### src/rtl/cpu_pkg.sv
// Shared CPU definitions: default fetch geometry, fetch FSM states and word types.
package cpu_pkg;

    localparam int DEF_WORD_W      = 10;
    localparam int DEF_ADDR_W      = 14;
    localparam int DEF_INSTR_WORDS = 3;
    localparam int DEF_RESET_PC    = 'h2000;

    typedef enum logic {
        FETCH = 1'b0,
        HOLD  = 1'b1
    } fetch_state_e;

    typedef logic [DEF_WORD_W-1:0]                 mem_word_t;
    typedef logic [DEF_INSTR_WORDS*DEF_WORD_W-1:0] instr_t;

    // Counter width that stays legal for a single-word instruction.
    function automatic int cnt_width(input int n);
        return (n > 1) ? $clog2(n) : 1;
    endfunction

endpackage

### src/rtl/fetch_unit_if.sv
// Fetch unit bus: memory read port, instruction handshake, redirect and PC.
interface fetch_unit_if #(
    parameter int WORD_W      = cpu_pkg::DEF_WORD_W,
    parameter int ADDR_W      = cpu_pkg::DEF_ADDR_W,
    parameter int INSTR_WORDS = cpu_pkg::DEF_INSTR_WORDS
);
    logic                          mem_req;
    logic [ADDR_W-1:0]             mem_addr;
    logic                          mem_ack;
    logic [WORD_W-1:0]             mem_rdata;
    logic [INSTR_WORDS*WORD_W-1:0] instr;
    logic [ADDR_W-1:0]             instr_pc;
    logic                          instr_valid;
    logic                          instr_ready;
    logic                          redirect;
    logic [ADDR_W-1:0]             redirect_pc;
    logic [ADDR_W-1:0]             pc;

    modport master (
        output mem_req, mem_addr, instr, instr_pc, instr_valid, pc,
        input  mem_ack, mem_rdata, instr_ready, redirect, redirect_pc
    );

    modport slave (
        input  mem_req, mem_addr, instr, instr_pc, instr_valid, pc,
        output mem_ack, mem_rdata, instr_ready, redirect, redirect_pc
    );
endinterface

### src/rtl/instr_assembler.sv
// One instruction assembly buffer: slot write-enables by word index, word counter, complete flag.
module instr_assembler
    import cpu_pkg::*;
#(
    parameter int WORD_W      = DEF_WORD_W,
    parameter int INSTR_WORDS = DEF_INSTR_WORDS
) (
    input  logic                          clk,
    input  logic                          rst,
    input  logic                          clear,
    input  logic                          wr_en,
    input  logic [WORD_W-1:0]             wdata,
    input  logic                          pop,
    output logic [INSTR_WORDS*WORD_W-1:0] data,
    output logic                          first,
    output logic                          last,
    output logic                          full
);
    localparam int CNT_W = cnt_width(INSTR_WORDS);

    logic [CNT_W-1:0]       cnt;
    logic [INSTR_WORDS-1:0] slot_we;

    // NOTE: every signal written in always_comb gets a default first so no latch is inferred.
    always_comb begin
        slot_we = '0;
        if (wr_en) slot_we[cnt] = 1'b1;
    end

    assign first = (cnt == '0);
    assign last  = (cnt == CNT_W'(INSTR_WORDS - 1));

    // NOTE: the data slots are reset too, so a reset leaves instr at zero rather than stale words.
    always_ff @(posedge clk) begin
        if (rst) begin
            data <= '0;
            cnt  <= '0;
            full <= 1'b0;
        end else begin
            for (int i = 0; i < INSTR_WORDS; i++) begin
                if (slot_we[i]) data[(INSTR_WORDS-i)*WORD_W-1 -: WORD_W] <= wdata;
            end
            if (clear) begin
                cnt  <= '0;
                full <= 1'b0;
            end else begin
                if (pop) full <= 1'b0;
                if (wr_en) begin
                    if (last) begin
                        cnt  <= '0;
                        full <= 1'b1;
                    end else begin
                        cnt <= cnt + CNT_W'(1);
                    end
                end
            end
        end
    end
endmodule

### src/rtl/fetch_unit.sv
// fetch_unit: owns the PC, sequences word reads and presents assembled instructions.
// Define FETCH_PREFETCH_EN for a second buffer that keeps fetching while an instruction waits.
module fetch_unit
    import cpu_pkg::*;
#(
    parameter int                WORD_W      = DEF_WORD_W,
    parameter int                ADDR_W      = DEF_ADDR_W,
    parameter int                INSTR_WORDS = DEF_INSTR_WORDS,
    parameter logic [ADDR_W-1:0] RESET_PC    = ADDR_W'(DEF_RESET_PC)
) (
    input logic          clk,
    input logic          rst,
    fetch_unit_if.master bus
);
    localparam int IW = INSTR_WORDS * WORD_W;
`ifdef FETCH_PREFETCH_EN
    localparam int NBUF = 2;
`else
    localparam int NBUF = 1;
`endif

    fetch_state_e      state, state_nxt;
    logic [ADDR_W-1:0] pc;
    logic [NBUF-1:0]   wr_en, pop, first, last, full;
    logic [IW-1:0]     buf_data [NBUF];
    logic [ADDR_W-1:0] buf_pc   [NBUF];
    logic              wr_sel, last_sel, next_ready, spare_free;
    logic              accept, xfer;

    assign xfer   = bus.instr_valid & bus.instr_ready;
    assign accept = bus.mem_req & bus.mem_ack & ~bus.redirect;

    assign bus.pc       = pc;
    assign bus.mem_addr = pc;

    // NOTE: sequential state uses non-blocking assignments so every flop samples pre-edge values.
    always_ff @(posedge clk) begin
        if (rst)               pc <= RESET_PC;
        else if (bus.redirect) pc <= bus.redirect_pc;
        else if (accept)       pc <= pc + ADDR_W'(1);
    end

    for (genvar b = 0; b < NBUF; b++) begin : g_buf
        assign wr_en[b] = accept & (wr_sel == 1'(b));

        instr_assembler #(
            .WORD_W      (WORD_W),
            .INSTR_WORDS (INSTR_WORDS)
        ) u_asm (
            .clk   (clk),
            .rst   (rst),
            .clear (bus.redirect),
            .wr_en (wr_en[b]),
            .wdata (bus.mem_rdata),
            .pop   (pop[b]),
            .data  (buf_data[b]),
            .first (first[b]),
            .last  (last[b]),
            .full  (full[b])
        );

        always_ff @(posedge clk) begin
            if (rst)                      buf_pc[b] <= '0;
            else if (wr_en[b] & first[b]) buf_pc[b] <= pc;
        end
    end

`ifdef FETCH_PREFETCH_EN
    // Ping-pong buffers: promotion is a pointer flip, the fill target follows the presented one.
    logic rd_sel;

    always_ff @(posedge clk) begin
        if (rst)       rd_sel <= 1'b0;
        else if (xfer) rd_sel <= ~rd_sel;
    end

    assign wr_sel       = full[rd_sel] ? ~rd_sel : rd_sel;
    assign pop          = xfer ? (NBUF'(1) << rd_sel) : '0;
    assign last_sel     = last[wr_sel];
    assign next_ready   = full[~rd_sel] | (accept & last[~rd_sel]);
    assign spare_free   = ~full[~rd_sel];
    assign bus.instr    = buf_data[rd_sel];
    assign bus.instr_pc = buf_pc[rd_sel];

    a_valid_full: assert property (@(posedge clk) disable iff (rst) (state == HOLD) == full[rd_sel]);
`else
    assign wr_sel       = 1'b0;
    assign pop          = xfer;
    assign last_sel     = last[0];
    assign next_ready   = 1'b0;
    assign spare_free   = 1'b0;
    assign bus.instr    = buf_data[0];
    assign bus.instr_pc = buf_pc[0];

    a_valid_full: assert property (@(posedge clk) disable iff (rst) (state == HOLD) == full[0]);
`endif

    always_ff @(posedge clk) begin
        if (rst) state <= FETCH;
        else     state <= state_nxt;
    end

    // A transfer and a redirect in the same cycle both take effect; redirect sets the next state.
    always_comb begin
        state_nxt = state;
        if (bus.redirect) begin
            state_nxt = FETCH;
        end else if (state == FETCH) begin
            if (accept & last_sel) state_nxt = HOLD;
        end else begin
            if (xfer & ~next_ready) state_nxt = FETCH;
        end
    end

    always_comb begin
        bus.instr_valid = (state == HOLD);
        bus.mem_req     = (state == FETCH) | spare_free;
    end
endmodule

### src/flat_wrapper.sv
// flat-port wrapper written by rule: the top's interface ports become plain ports
module fetch_unit_flat import cpu_pkg::*;
#(
    parameter int                WORD_W      = DEF_WORD_W,
    parameter int                ADDR_W      = DEF_ADDR_W,
    parameter int                INSTR_WORDS = DEF_INSTR_WORDS,
    parameter logic [ADDR_W-1:0] RESET_PC    = ADDR_W'(DEF_RESET_PC)
)
  (clk, rst, bus_mem_req, bus_mem_addr, bus_instr, bus_instr_pc, bus_instr_valid, bus_pc, bus_mem_ack, bus_mem_rdata, bus_instr_ready, bus_redirect, bus_redirect_pc);
  fetch_unit_if #(.WORD_W(WORD_W), .ADDR_W(ADDR_W), .INSTR_WORDS(INSTR_WORDS)) bus_i ();
  input logic clk;
  input logic rst;
  output wire logic [$bits(bus_i.mem_req)-1:0] bus_mem_req;
  output wire logic [$bits(bus_i.mem_addr)-1:0] bus_mem_addr;
  output wire logic [$bits(bus_i.instr)-1:0] bus_instr;
  output wire logic [$bits(bus_i.instr_pc)-1:0] bus_instr_pc;
  output wire logic [$bits(bus_i.instr_valid)-1:0] bus_instr_valid;
  output wire logic [$bits(bus_i.pc)-1:0] bus_pc;
  input wire logic [$bits(bus_i.mem_ack)-1:0] bus_mem_ack;
  input wire logic [$bits(bus_i.mem_rdata)-1:0] bus_mem_rdata;
  input wire logic [$bits(bus_i.instr_ready)-1:0] bus_instr_ready;
  input wire logic [$bits(bus_i.redirect)-1:0] bus_redirect;
  input wire logic [$bits(bus_i.redirect_pc)-1:0] bus_redirect_pc;
  assign bus_mem_req = bus_i.mem_req;
  assign bus_mem_addr = bus_i.mem_addr;
  assign bus_instr = bus_i.instr;
  assign bus_instr_pc = bus_i.instr_pc;
  assign bus_instr_valid = bus_i.instr_valid;
  assign bus_pc = bus_i.pc;
  assign bus_i.mem_ack = bus_mem_ack;
  assign bus_i.mem_rdata = bus_mem_rdata;
  assign bus_i.instr_ready = bus_instr_ready;
  assign bus_i.redirect = bus_redirect;
  assign bus_i.redirect_pc = bus_redirect_pc;
  fetch_unit #(.WORD_W(WORD_W), .ADDR_W(ADDR_W), .INSTR_WORDS(INSTR_WORDS), .RESET_PC(RESET_PC)) u_core (.clk(clk), .rst(rst), .bus(bus_i));
endmodule
### config.mk
export PLATFORM = sky130hd
export DESIGN_NAME = fetch_unit_flat
export DESIGN_NICKNAME = d
export VERILOG_FILES = /design/src/rtl/cpu_pkg.sv /design/src/rtl/fetch_unit_if.sv /design/src/rtl/instr_assembler.sv /design/src/rtl/fetch_unit.sv /design/src/flat_wrapper.sv
export SDC_FILE = /design/constraint.sdc
export NUM_CORES = 1
export LEC_CHECK = 0
export ABC_AREA = 1
export BUFFER_PORTS_ARGS = -buffer_cell sky130_fd_sc_hd__buf_2
export CAP_MARGIN = 20
export CORE_UTILIZATION = 44
export DETAILED_ROUTE_END_ITERATION = 6
export MAX_ROUTING_LAYER = met4
export PLACE_DENSITY_LB_ADDON = 0.3
export SETUP_SLACK_MARGIN = 0.02
export SLEW_MARGIN = 10
export SYNTH_ARGS = -nofsm -noshare
export SYNTH_HDL_FRONTEND = slang
export SYNTH_SLANG_ARGS = --single-unit
### constraint.sdc
create_clock -name clk -period 1.55 [get_ports clk]
set_input_delay 0 -clock clk [delete_from_list [all_inputs] [get_ports clk]]
set_output_delay 0 -clock clk [all_outputs]
set_load 0.01 [all_outputs]
==> impl_metrics.yaml, run 1 <==
worst_setup_path:
  crit_path_cell_trace: "dlygate4sd3_1 > buf_2 > clkinv_1 > nand2_2"
  rrSetupSlack_ns: 0.15
  endpoint_kind: "flip-flop"
  crit_path_top_delay_cell: "dlygate4sd3_1"
  critPathTopFamily: "buffers and inverters"
  path_class: "input port to flip-flop"
  startpoint: "rst"
  cp_max_fo: 14
  r2r-start: "u_core.bus.instr_valid"
  crit_arrival_ns: 1.46
  critPathLaunchType: "input port"
  critPathMaxStageDelay_ns: 0.53
  crit_required_ns: 1.56
  crit_buf_inv: 3
die:
  start_util_pct: 46.68
  pin_count: 103
  die_height_um: 79.37
  row_count: 27
  dieArea_mm2: 0.006300
  core_mm2: 0.005642
  die_w_um: 79.37
yosys:
  yosysTopAreaCell: "dfxtp_1"
  synthDistinctLibCells: 24
  synth_area_leaders: "dfxtp_1, edfxtp_1, nand2_1"
  seq_area_frac_synth_pct: 51.69
  muxShareOfSynthArea_pct: 0
  synth_top_area_share_pct: 35.72
  avgSynthCellArea_um2: 8.030
  yosys.area_share.simple_pct: 20.52
  yosys.area_share.xor_xnor_pct: 0.6651
  synth_warnings: 0
  syn_area_mm2: 0.002634
  synth-compound-area-share_pct: 14.58
  synthAdderAreaFrac_pct: 0.4751
  syn-num-nets: 358
  synth_top_family_by_area: "simple AND/OR/NAND/NOR gates"
  syn_inst: 328
  ys_seq_elements: 61
cells_and_area:
  n_fill_cell: 488
  area_growth_pct: 36.86
  nNetsFinal: 476
  layout-drive-gt1-share_pct: 31.49
  final_core_util_pct: 63.89
  multi_input_comb_area_um2: 962.2
  stdcell_count: 523
  num_antenna_cells: 0
  register_area_mm2: 0.001361
  design_area_mm2: 0.003605
clocking:
  cts_max_level: 3
  cts_tree: "done"
  cts_buffers: 9
  clock_path_buffers: 2
  clock_latency_ns: 0.35
  cts.reportedPaths.clkPinSlew_ns: 0.07
  clock_sinks: 61
  root_buffer: "clkbuf_8"
hold_path:
  hold_start: "bus_redirect_pc[10]"
  min_path_type: "input port to flip-flop"
sta:
  setup_ws_ns: 0.1011
  hold_violations: 0
  skew_ns: 0.008542
  clock.fmax_ghz: 0.6902
  tightest_slew_ns: 0.3803
  setup_viol: 0
  maxSlewViolCount: 0
  hold_ws_ns: 0.01298
  post-route-period-util_pct: 93.48
  setup-tns-final_ns: 0
  rsz0062_at_grt: "true"
  fin_crit_ns: 1.449
  maxSlewHeadroom_pct: 74.56
placement:
  port_buffers: 102
  dp_hpwl_um: 4582
  placed_area_mm2: 0.003156
  place_ws_ns: 0.1398
  gp_congestion: 0.8281
  place_inst: 486
outcome:
  status: "finished clean"
detailed_routing:
  post_drt_via_cell_ratio: 4.885
  dr_total_vias: 2555
  final_antenna_net_count: 0
  wl_um: 6917
  first_iter_violations: 130
  drc: 0
  routedWlPerCell_um: 13.23
  firstDrtPassIters: 4
global_routing:
  overflow: 0
  grt_max_degree: 22
  grt_pass1_wl_um: 11100
  grt_pass1_vias: 2396
  antenna_found_initial: 0
  grtUsageTotal_pct: 24.16
pwr:
  irDropWorstVdd_uv: 777.6
  leakagePower_nw: 1.719
  totalPowerFinal_mw: 3.777
  powerDensity_mw_per_mm2: 1048
job:
  drv_cap: 0
[Yosys cell counts]
cell type  instances
nand2_2            1
nor3_2             2
o21ai_1           24
ha_1               1
xor2_1             2
nand4_1            5
nor2_2             2
nor2_1            32
clkbuf_1           7
nand4_2            1
buf_2              5
a31oi_1            5
a21oi_1           29
nor2_4             1
dfxtp_1           47
o21ai_0           16
buf_4             16
clkinv_1           1
nand2_1           51
edfxtp_1          14
o211ai_1           1
inv_2              2
inv_1             36
nand3_1           27
[path summary, 6_finish.rpt]
| kind | endpoint | cells past startpoint |
|---|---|---|
| max | u_core.buf_pc[0][7] | 4 |
| min | u_core.bus.mem_addr[10] | 5 |
| max reg2reg | u_core.buf_pc[0][7] | 5 |
| min reg2reg | u_core.g_buf[0].u_asm.data[21] | 2 |
[report_power, final]
group          switching (mW)  internal [mW]  total [mW]
clock network           0.678          0.948        1.63
logic                   0.237          0.181       0.418
registers              0.0447           1.69        1.73
total                   0.960           2.82        3.78
[cells by family (layout without fill, tap and decap cells)]
family,count (synthesis),count (layout)
compound gates,75,75
xor+xnor,2,2
fa+ha+maj,1,1
buf+inv,67,190
flops,61,61
simple gates,122,122
[flip-flops by register name, summed over array words and instances (netlist names)]
register,count
u_core.buf_pc,14
u_core.g_buf.u_asm.cnt,2
u_core.g_buf.u_asm.data,30
u_core.bus.mem_addr,14
u_core.bus.instr_valid,1
[routing by layer]
| metal | up-vias | GRT usage (%) | share of wire, % | wire length [µm] |
|---|---|---|---|---|
| met5 | - | - | 0 | 0 |
| met4 | 0 | 14.91 | 3.0 | 210 |
| met3 | 19 | 4.000 | 4.5 | 313 |
| met2 | 87 | 40.34 | 50 | 3440 |
| met1 | 1142 | 26.99 | 43 | 2952 |
| li1 | 1307 | - | - | - |
[timing repair]
item | in CTS | in global routing
endpoints found under the setup margin | 0 | 14
hold buffers | 21 | 0
hold endpoints to repair | 41 | 0
resized for setup | 0 | 2
buffers inserted | 0 | 0
[cell usage in the layout, fill, tap and decap left out, types with 4 or more instances in the layout]
cell type	n
a21oi_1	29
a31oi_1	5
o21ai_1	24
nand3_1	27
nand4_1	5
o21ai_0	16
edfxtp_1	14
nand2_1	50
nor2_1	30
buf_4	12
inv_1	36
clkbuf_8	9
dfxtp_1	47
buf_2	102
nor2_2	4
dlygate4sd3_1	21
[worst register-to-register path: cells and delay by family (launching register included)]
kind                   cells  cell delay [ns]
buffers and inverters      1             0.08
DFF                        1             0.35
and+or+nand+nor            4             0.64
[area by class of cell]
class | count | area share [%]
Timing Repair Buffer | 135 | 22.49
Clock inverter | 5 | 1.666
Multi-Input combinational cell | 200 | 26.69
Tap cell | 72 | 2.499
Clock buffer | 11 | 4.825
Sequential cell | 61 | 37.76
Inverter | 39 | 4.061
No activity file was read; power rests on OpenSTA's default activity.
==> inputs of run 2 (changes only) <==
==> constraint.sdc (replaced) <==
create_clock -name clk -period 1.55 [get_ports clk]
set_input_delay 0 -clock clk [delete_from_list [all_inputs] [get_ports clk]]
set_output_delay 0 -clock clk [all_outputs]
set_load 0.02 [all_outputs]
==> impl_metrics.yaml, run 2 (synthesized netlist as in run 1, its figures left out) <==
die:
  pin_count: 103
  dieArea_mm2: 0.006300
  row_count: 27
  start_util_pct: 46.68
  die_w_um: 79.37
  core_mm2: 0.005642
  die_height_um: 79.37
placement:
  gp_congestion: 0.8340
  dp_hpwl_um: 4831
  place_inst: 490
  port_buffers: 102
hold_path:
  hold_start: "rst"
  min_path_type: "input port to flip-flop"
  worstHoldEndpoint: "u_core.bus.mem_addr[12]"
  hold_depth: 2
sta:
  hold_ws_ns: 0.01263
  rsz0062_at_grt: "false"
  post-route-period-util_pct: 88.12
  setup-tns-final_ns: 0
  hold_violations: 0
  skew_ns: 0.01166
  fin_crit_ns: 1.366
  setup_viol: 0
  clock.fmax_ghz: 0.7322
  tightest_slew_ns: 0.3518
  maxSlewViolCount: 0
  maxSlewHeadroom_pct: 76.46
worst_setup_path:
  crit_required_ns: 1.84
  rrSetupSlack_ns: 0.18
  crit_arrival_ns: 1.65
  path_class: "flip-flop to flip-flop"
  worst_r2r_path_depth: 7
  endpoint_kind: "flip-flop"
  cp_max_fo: 6
  r2r-start: "u_core.bus.mem_addr[1]"
  r2r_end: "u_core.bus.mem_addr[13]"
  critPathLaunchType: "flip-flop"
clocking:
  root_buffer: "clkbuf_8"
  cts_tree: "done"
  cts.reportedPaths.clkPinSlew_ns: 0.07
  clock_latency_ns: 0.34
  ctsResizeCount: 0
  cts_buffers: 9
  postCtsSetupRepairBufs: 0
  clock_path_buffers: 2
  cts_max_level: 3
  clock_sinks: 61
detailed_routing:
  wl_um: 6788
  firstDrtPassIters: 4
  post_drt_via_cell_ratio: 4.926
  routedWlPerCell_um: 12.90
  drc: 0
  dr_total_vias: 2591
  final_antenna_net_count: 0
  first_iter_violations: 123
global_routing:
  antenna_found_initial: 0
  grt_pass1_wl_um: 11160
  grtUsageTotal_pct: 23.74
  grt_max_degree: 32
  overflow: 0
  grt_pass1_vias: 2407
cells_and_area:
  stdcell_count: 526
  nNetsFinal: 479
  num_antenna_cells: 0
  regMostFlops: "u_core.g_buf.u_asm.data"
  area_growth_pct: 37.81
  largest_reg_flops: 30
  layout-drive-gt1-share_pct: 31.50
  layout_common_cells: "buf_2, nand2_1, dfxtp_1"
  n_fill_cell: 483
  layout_commonest_cell: "buf_2"
pwr:
  power.internal_mw: 2.702
  powerDensity_mw_per_mm2: 1015
  leakagePower_nw: 1.729
  p_sw_share_pct: 26.63
  clock_power_share_pct: 39.5
  irDropWorstVdd_uv: 560.5
  sequentialPowerShare_pct: 47.0
  combPwrFrac_pct: 13.5
  switchingPower_mw: 0.9807
job:
  drv_cap: 0
outcome:
  status: "finished clean"
## run 2: cell types whose count changed in the layout (fill, tap and decap cells not counted), sizes merged
cell	previous run	this run
buf	114	118
bufinv	1	0
clkbuf	11	13
clkinvlp	0	1
dlygate4sd3	21	20
inv	41	39
## run 2: worst max-delay path, stage by stage (launching register included)
cell	delay, ns
dfxtp_1	0.33
buf_4	0.14
nand3_1	0.10
nor2_1	0.27
nand2_1	0.12
o21ai_0	0.19
nand3_1	0.10
nand2_1	0.06
## run 2: layout make-up
class                           count  area (µm²)  area share (%)
Inverter                           39       146.4           4.033
Multi-Input combinational cell    200       962.2           26.51
Sequential cell                    61        1361           37.50
Timing Repair Buffer              138       855.8           23.58
Clock buffer                       13       191.4           5.274
Tap cell                           72       90.09           2.482
Clock inverter                      3       22.52          0.6205
## run 2: timing repair
item / in CTS / in global routing
setup endpoints to repair: 0 / 0
endpoints found under the hold margin: 40 / 0
hold buffers: 20 / 0
## run 2: through the flow
stage | power, mW | utilization [%] | cell area (µm²) | worst slack, ns
5_1_grt | 3.833 | 64.34 | 3630 | 0.03702
3_5_place_dp | 2.223 | 57.00 | 3216 | 0.2046
2_1_floorplan | 2.061 | - | 2641 | 0.03739
4_1_cts | 3.700 | 64.34 | 3630 | 0.2000
3_3_place_gp | 2.218 | 57.00 | 3216 | 0.2416
6_report | 3.683 | 64.34 | 3630 | 0.1842
## run 2: routing by layer
metal  GRT usage [%]  vias to the layer above  wire (µm)
met2           39.05                       79       3425
met5               -                        -          0
met3           4.114                       16        327
met1           27.77                     1186       2862
li1                -                     1310          -
met4           12.55                        0        172
## run 2: worst max-delay path by stage
| stage | startpoint | to | slack [ns] | cells past startpoint |
|---|---|---|---|---|
| detailed placement | u_core.bus.instr_valid | u_core.g_buf[0].u_asm.data[19] | 0.20 | 6 |
| CTS | u_core.bus.instr_valid | u_core.g_buf[0].u_asm.data[19] | 0.20 | 6 |
| global placement | u_core.bus.instr_valid | u_core.g_buf[0].u_asm.data[9] | 0.24 | 6 |
| floorplan | u_core.bus.instr_valid | u_core.buf_pc[0][0] | 0.04 | 6 |
| global route | u_core.bus.mem_addr[0] | u_core.bus.mem_addr[8] | 0.04 | 8 |
| finish | u_core.bus.mem_addr[1] | u_core.bus.mem_addr[13] | 0.18 | 7 |
## run 2: power by group through the flow
stage	Clock [mW]	Combinational [mW]	Sequential, mW
after floorplan	0	0.212	1.85
after global placement	0	0.454	1.76
after detailed placement	0	0.457	1.77
after CTS	1.47	0.496	1.73
after global routing	1.55	0.543	1.74
final	1.46	0.496	1.73
